File: config.mk
export PLATFORM = sky130hd
export DESIGN_NAME = blink_multi
export DESIGN_NICKNAME = d
export VERILOG_FILES = /design/src/rtl/blink_multi.sv
export SDC_FILE = /design/constraint.sdc
export NUM_CORES = 1
export LEC_CHECK = 0
export ABC_CLOCK_PERIOD_IN_PS = 2300
export BUFFER_PORTS_ARGS = -buffer_cell sky130_fd_sc_hd__buf_4
export CORE_MARGIN = 8
export CORE_UTILIZATION = 64
export CTS_CLUSTER_SIZE = 10
export DETAILED_ROUTE_END_ITERATION = 10
export GPL_TIMING_DRIVEN = 0
export PLACE_DENSITY_LB_ADDON = 0.15
export SYNTH_ARGS = -nofsm -noshare
export SYNTH_HDL_FRONTEND = slang
export SYNTH_SLANG_ARGS = --single-unit
File: constraint.sdc
create_clock -name clk -period 2.3 [get_ports clk]
set_input_delay 0.115 -clock clk [delete_from_list [all_inputs] [get_ports clk]]
set_output_delay 0.115 -clock clk [all_outputs]
set_load 0.01 [all_outputs]
File: src/rtl/blink_multi.sv
`default_nettype none
// ============================================================================
// Module     : blink_multi
// Description: Multi-channel LED blinker: one shared prescaler drives NCH
//              independent off/solid/blink/burst channels.
//              Define BLINK_MULTI_PROPS_EN to compile in the embedded
//              safety/liveness assertions.
// Revision   : 1.0 - initial release
// ============================================================================
module blink_multi #(
    parameter int CBITS = 17,
    parameter int NCH   = 4,
    parameter int BURST = 3
) (
    input  logic             clk,
    input  logic             rst,
    input  logic [NCH-1:0]   en,
    input  logic [2*NCH-1:0] mode_sel,
    output logic [NCH-1:0]   led,
    output logic             flg,
    output logic [NCH-1:0]   phase
);

    localparam int PW = $clog2(BURST + 1);

    localparam logic [1:0] c_ST_IDLE = 2'd0;
    localparam logic [1:0] c_ST_ON   = 2'd1;
    localparam logic [1:0] c_ST_OFF  = 2'd2;
    localparam logic [1:0] c_ST_GAP  = 2'd3;

    localparam logic [1:0] c_MODE_OFF   = 2'b00;
    localparam logic [1:0] c_MODE_SOLID = 2'b01;
    localparam logic [1:0] c_MODE_BLINK = 2'b10;
    localparam logic [1:0] c_MODE_BURST = 2'b11;

    localparam logic [PW-1:0] c_BURST = PW'(BURST);

    logic [CBITS-1:0] r_cnt;
    logic             r_flg;
    logic             r_armed;
    logic             w_tick;

    assign w_tick = (r_cnt == '0);
    assign flg    = r_flg;

    // r_armed suppresses mode-change detection on the first edge after reset,
    // so a mode set up while in reset starts on the very first tick.
    always_ff @(posedge clk or posedge rst) begin
        if (rst) begin
            r_cnt   <= '0;
            r_flg   <= 1'b0;
            r_armed <= 1'b0;
        end else begin
            r_cnt   <= r_cnt + 1'b1;
            r_flg   <= w_tick;
            r_armed <= 1'b1;
        end
    end

    for (genvar i = 0; i < NCH; i++) begin : g_ch
        logic [1:0]    w_mode;
        logic [1:0]    r_mode_prev;
        logic [1:0]    r_state;
        logic [1:0]    w_state_nxt;
        logic [PW-1:0] r_pcnt;
        logic [PW-1:0] w_pcnt_nxt;
        logic          r_phase;
        logic          w_phase_nxt;
        logic          r_led;
        logic          w_chg;

        assign w_mode   = mode_sel[2*i+1 -: 2];
        assign w_chg    = r_armed && (w_mode != r_mode_prev);
        assign phase[i] = r_phase;
        assign led[i]   = r_led;

        always_comb begin
            w_state_nxt = r_state;
            w_pcnt_nxt  = r_pcnt;
            w_phase_nxt = r_phase;
            if (!en[i]) begin
                w_state_nxt = c_ST_IDLE;
                w_pcnt_nxt  = '0;
                w_phase_nxt = 1'b0;
            end else if (w_chg) begin
                // Old mode's pending tick is dropped; new mode begins next tick.
                w_state_nxt = c_ST_IDLE;
                w_pcnt_nxt  = '0;
                w_phase_nxt = (w_mode == c_MODE_SOLID);
            end else begin
                case (w_mode)
                    c_MODE_OFF: begin
                        w_state_nxt = c_ST_IDLE;
                        w_pcnt_nxt  = '0;
                        w_phase_nxt = 1'b0;
                    end
                    c_MODE_SOLID: begin
                        w_state_nxt = c_ST_IDLE;
                        w_pcnt_nxt  = '0;
                        w_phase_nxt = 1'b1;
                    end
                    c_MODE_BLINK: begin
                        w_pcnt_nxt = '0;
                        if (w_tick) begin
                            w_state_nxt = (r_state == c_ST_ON) ? c_ST_OFF : c_ST_ON;
                        end
                        w_phase_nxt = (w_state_nxt == c_ST_ON);
                    end
                    default: begin
                        if (w_tick) begin
                            case (r_state)
                                c_ST_IDLE: w_state_nxt = c_ST_ON;
                                c_ST_ON: begin
                                    w_state_nxt = c_ST_OFF;
                                    w_pcnt_nxt  = r_pcnt + 1'b1;
                                end
                                c_ST_OFF: begin
                                    w_state_nxt = (r_pcnt < c_BURST) ? c_ST_ON : c_ST_GAP;
                                end
                                default: begin
                                    w_state_nxt = c_ST_ON;
                                    w_pcnt_nxt  = '0;
                                end
                            endcase
                        end
                        w_phase_nxt = (w_state_nxt == c_ST_ON);
                    end
                endcase
            end
        end

        always_ff @(posedge clk or posedge rst) begin
            if (rst) begin
                r_state     <= c_ST_IDLE;
                r_pcnt      <= '0;
                r_phase     <= 1'b0;
                r_led       <= 1'b0;
                r_mode_prev <= 2'b00;
            end else begin
                r_state     <= w_state_nxt;
                r_pcnt      <= w_pcnt_nxt;
                r_phase     <= w_phase_nxt;
                r_led       <= en[i] & r_phase;
                r_mode_prev <= w_mode;
            end
        end

`ifdef BLINK_MULTI_PROPS_EN
        a_led_until: assert property (@(posedge clk) disable iff (rst)
            led[i] |-> (led[i] s_until !phase[i]));
        a_pcnt_max: assert property (@(posedge clk) disable iff (rst)
            (en[i] && (w_mode == c_MODE_BURST)) |-> (r_pcnt <= c_BURST));
        a_blink_live: assert property (@(posedge clk) disable iff (rst)
            (en[i] && (w_mode == c_MODE_BLINK)) |-> s_eventually led[i]);
`endif
    end

`ifdef BLINK_MULTI_PROPS_EN
    a_flg_single: assert property (@(posedge clk) disable iff (rst)
        flg |=> !flg);
`endif

endmodule
`default_nettype wire

After elaboration in Yosys (flattened, before gate mapping):

Cells that the tools add are included.

* memories kept: 0
* bits in read-only memories: 0
* latch bits: 0
* output and inout port bits: 9
* register bits: 51
* word-level logic and storage cells: 189
* memory bits (writable): 0

* add/sub/neg operators: 5
* shift-type cells: 0
* reductions and logical operators: 29
* divide/modulo/power cells: 0
* magnitude comparators: 4
* multiplexer cells: 88
* $mul: 0
* eq/ne operators: 36
* bitwise logic cells: 4

Operator list (number)
* $mux 2: 64
* $pmux 2 s2: 12
* $eq 2x1->1 const B: 16
* $add 17x1->17 const B: 1
* $logic_not 17->1: 1
* $eq 2x2->1 const B: 8
* $logic_not 2->1: 8
* $ne 4x2->1 const B: 4
* $ne 4x3->1 const B: 4
* $reduce_or 2->1: 8
* $pmux 1 s3: 4
* $reduce_or 3->1: 4
* $add 2x1->2 const B: 4
* $lt 2x2->1 const B: 4
* $mux 1: 8
* $ne 2x2->1: 4
* $reduce_and 2->1: 4
* $and 1x1->1: 4
* $logic_and 1x1->1: 4

Longest topological paths before layout:

* depth after elaboration: 11
* mapped depth: 8

Worst setup path before layout:

Ideal clock, no wire load.

* path type: flip-flop to flip-flop
* from: reg r_cnt[0]
* to: reg g_ch[0].r_pcnt[0]
* cell stages (with the launch flop): 8
* buffers on the path: 1
* setup slack: 0.748 ns
* arrival time: 1.425 ns
* cell sequence: dfrtp_1 inv_1 ha_1 nor4b_2 nand4_2 buf_2 o31ai_1 a21oi_1

* cells in the longest elaborated chain, start to end: 3

Ends and longest elaborated chain
* start, declared: line 38 `logic [CBITS-1:0] r_cnt;`
* start signal, assigned: line 54 `r_cnt <= r_cnt + 1'b1;`
* $logic_not 17->1: line 43 `assign w_tick = (r_cnt == '0);`
* $ne 4x2->1 (no line)
* $reduce_and 2->1 (no line)
* end signal, assigned: line 141 `r_pcnt <= w_pcnt_nxt;`
* end, declared: line 65 `logic [PW-1:0] r_pcnt;`

No other way between the ends.
A chain may end at the register's enable or synchronous reset.

Worst setup path in the final report:

* from: reg r_cnt[0]
* to: reg g_ch[1].r_pcnt[1]

* cells in the longest elaborated chain, start to end: 3

Ends and longest elaborated chain (line)
* $logic_not 17->1: 43
* $ne 4x2->1 (no line)
* $reduce_and 2->1 (no line)
* end signal, assigned: 141
* end, declared: 65

No other way between the ends.

==> flow_summary.ini <==
[routing]
detail_route.wl_per_cell_um = 15.0
detailedRoute.firstIterationViolations = 81
detail_route.drc_violations = 0
wirelength_um = 5230
first_pass_iters = 4
num_vias = 2011
route.antenna.remaining_nets = 0
per_cell_via_count_in_the_routed_design = 5.78

[clock_network]
cts.reportedPaths.clkPinSlew_ps = 100
ctsRootBufferMaster = clkbuf_8
insertion_delay_ps = 300
htree_num_levels = 2
largest_buffer_count_on_any_clock_path = 2
cts_num_sinks = 51
tritoncts = built
tritoncts.num_buffers = 5

[synth]
netlist_instances = 257
synth.cell_area_um2 = 2690
postSynth.topFlopCell = dfrtp_1
synthArstFlopShare_pct = 100
synth.yosys.warnings = 0
avgSynthCellArea_um2 = 10.5
yosys_register_bits = 51
ys_types = 34
synth_edf_count = 0
synth_fp_nets = 289
synth_seq_area_share_pct = 47.5

[timing]
timing.clock.skew_ps = 14.9
final-setup-viol-count = 0
final.setup.tns_ps = 0
layout_min_cycle_time_ps = 1760
fin_max_slew_vios = 0
hold_viol = 0
final.period_utilization_pct = 76.7
fmaxAchievable_mhz = 567
rsz_0062_raised_after_global_routing = no

[floorplan]
row_count = 23
initial_core_util_pct = 66.7
dieWidth_um = 80.8
boundaryPins = 23
coreArea_um2 = 4030
floorplan.die.height_um = 80.8
area_enclosed_by_the_die_boundary_um2 = 6530

[power]
power_switching_share_pct = 21.3
power.clock.fraction_pct = 38.5
vdd.ir_drop.worst_v = 0.000320
share_comb_of_total_power_pct = 6.7
net-switching-power_mw = 0.356
seqPwrFrac_pct = 54.8
internal_pwr_total_mw = 1.31
pwr_density_cell_nw_per_um2 = 531
cellLeakagePower_nw = 1.45

[worst_setup_path]
critical_path_class = flop to flop
worstSetupStartpointType = flop
cpPeakStageDelay_ps = 410
crit_path_end_kind = flop
worst_ep_arrival_time_ps = 1960
timing.critical_path.slowest_stage_cell = dfrtp_1
critPathRequiredTime_ps = 2490
worstPathMaxFanout = 10
critical_path.cell_chain = inv_1, ha_1, nor4b_2, nand4_2, buf_2, o31ai_1, a21oi_1

[outcome]
status = finished clean

[grt]
grt_pass1_vias = 2061
grt_first_pass_wirelength_um = 9090
grt.overflow.total = 0
antenna_found_initial = 0
grt.total_usage_pct = 17.5
pin_count_of_the_biggest_net_entering_global_routing = 40

[layout]
post_route_cells_drive_above_1_share_pct = 16.8
area_growth_syn_to_layout_pct = 17.0
layout.core_utilization_pct = 78.1
finish.net_count = 328

[placed_design]
dp.final_hpwl_um = 3800
routability_congestion = 0.773
placement.io_buffers = 22

[min_path]
worstHoldPathType = input pin to flop

[flow_run]
maxCapViolCount = 0
==> per-layer routing <==
metal	wire, um	up-vias	GRT usage, %
li1	-	982	-
met3	189	7	2.76
met5	0	-	0
met2	2780	31	30.9
met4	71	0	8.04
met1	2180	991	20.5
==> cell families after synthesis <==
| kind of cell | after synthesis | share of synthesized area, % |
|---|---|---|
| simple gates | 85 | 18.3 |
| flops | 51 | 47.5 |
| compound gates | 49 | 12.4 |
| buf+inv | 30 | 5.68 |
| xor+xnor | 19 | 6.19 |
| fa+ha+maj | 18 | 8.38 |
| mux | 4 | 1.49 |
| other cells | 1 | 0.139 |
==> synth_stat cells, types with 8 or more instances <==
cell     number  area share (%)
xnor2_1      11             3.6
ha_1         18             8.4
buf_4         8             2.2
a21oi_1      10             1.9
nor2_1       13             1.8
dfrtp_1      51              47
inv_1        17             2.4
nand3_1      15             2.8
nand2_1      22             3.1
xor2_1        8             2.6
o31ai_1       8             2.2
==> layout make-up <==
cell class                 instances  area, um^2
clock inverter                     2        35.0
tap                               50        62.6
antenna                            1        2.50
sequential                        51        1280
buffer                            12        83.8
fill                             285         882
clock buffer                       6        82.6
multi-input combinational        176        1260
inverter                          18        68.8
timing repair buffer              32         275
==> cells in the final DEF, fill, tap and decap left out, types with 6 or more instances in the layout <==
master,count
buf_4,30
a21o_1,6
nand2b_1,7
nand4_1,7
nor2_1,13
o22ai_1,7
o21ai_0,7
ha_1,18
nand3_1,15
clkbuf_8,6
xnor2_1,11
inv_1,16
dfrtp_1,51
dlygate4sd3_1,9
xor2_1,8
a21oi_1,10
nand2_1,22
o31ai_1,8
==> worst paths after layout <==
kind / slack [ps] / endpoint / start / cells past startpoint
setup / recovery: 540 / g_ch[1].r_pcnt[1] / r_cnt[0] / 7
hold / removal: 50 / g_ch[2].r_led / en[2] / 2
setup reg to reg: 540 / g_ch[1].r_pcnt[1] / r_cnt[0] / 7
hold reg to reg: 500 / g_ch[0].r_led / g_ch[0].r_phase / 1
max in group asynchronous: 1470 / g_ch[2].r_pcnt[0] / rst / 4
min in group asynchronous: 320 / g_ch[1].r_pcnt[0] / rst / 3
==> power by group through the flow <==
stage / Sequential (mW) / Combinational, mW / Clock, mW
final: 0.915 / 0.112 / 0.643
after global routing: 0.917 / 0.126 / 0.691
after CTS: 0.915 / 0.114 / 0.651
after detailed placement: 0.932 / 0.100 / 0
after global placement: 0.932 / 0.0939 / 0
after floorplan: 0.931 / 0.0499 / 0
==> flip-flops by register name, indices dropped and copies added (netlist names) <==
| signal | flops |
|---|---|
| flg | 1 |
| g_ch.r_led | 4 |
| g_ch.r_mode_prev | 8 |
| g_ch.r_pcnt | 8 |
| g_ch.r_phase | 4 |
| g_ch.r_state | 8 |
| r_armed | 1 |
| r_cnt | 17 |
==> what timing repair did <==
item | in CTS | in global routing
hold buffers | 9 | 0
setup buffers | 0 | 0
hold endpoints to repair | 20 | 0
gates resized for setup | 0 | 0
==> per-stage QoR <==
stage	total power, mW	setup WS (ps)	instances	hold slack, ps	cell area (um^2)
detailed placement	1.03	523	330	85.4	2940
finish	1.67	536	348	52.4	3150
CTS	1.68	502	347	49.4	3140
floorplan	0.981	748	257	146	2690
global placement	1.03	350	329	256	2920
global route	1.73	377	347	52.1	3140
==> worst max-delay path: cells and delay by family, from the launching register on <==
kind / cells / cell delay [ps]
flops: 1 / 410
compound gates: 2 / 340
buf+inv: 2 / 350
fa+ha+maj: 1 / 140
simple gates: 2 / 420
Power figures use the tool's default switching activity.
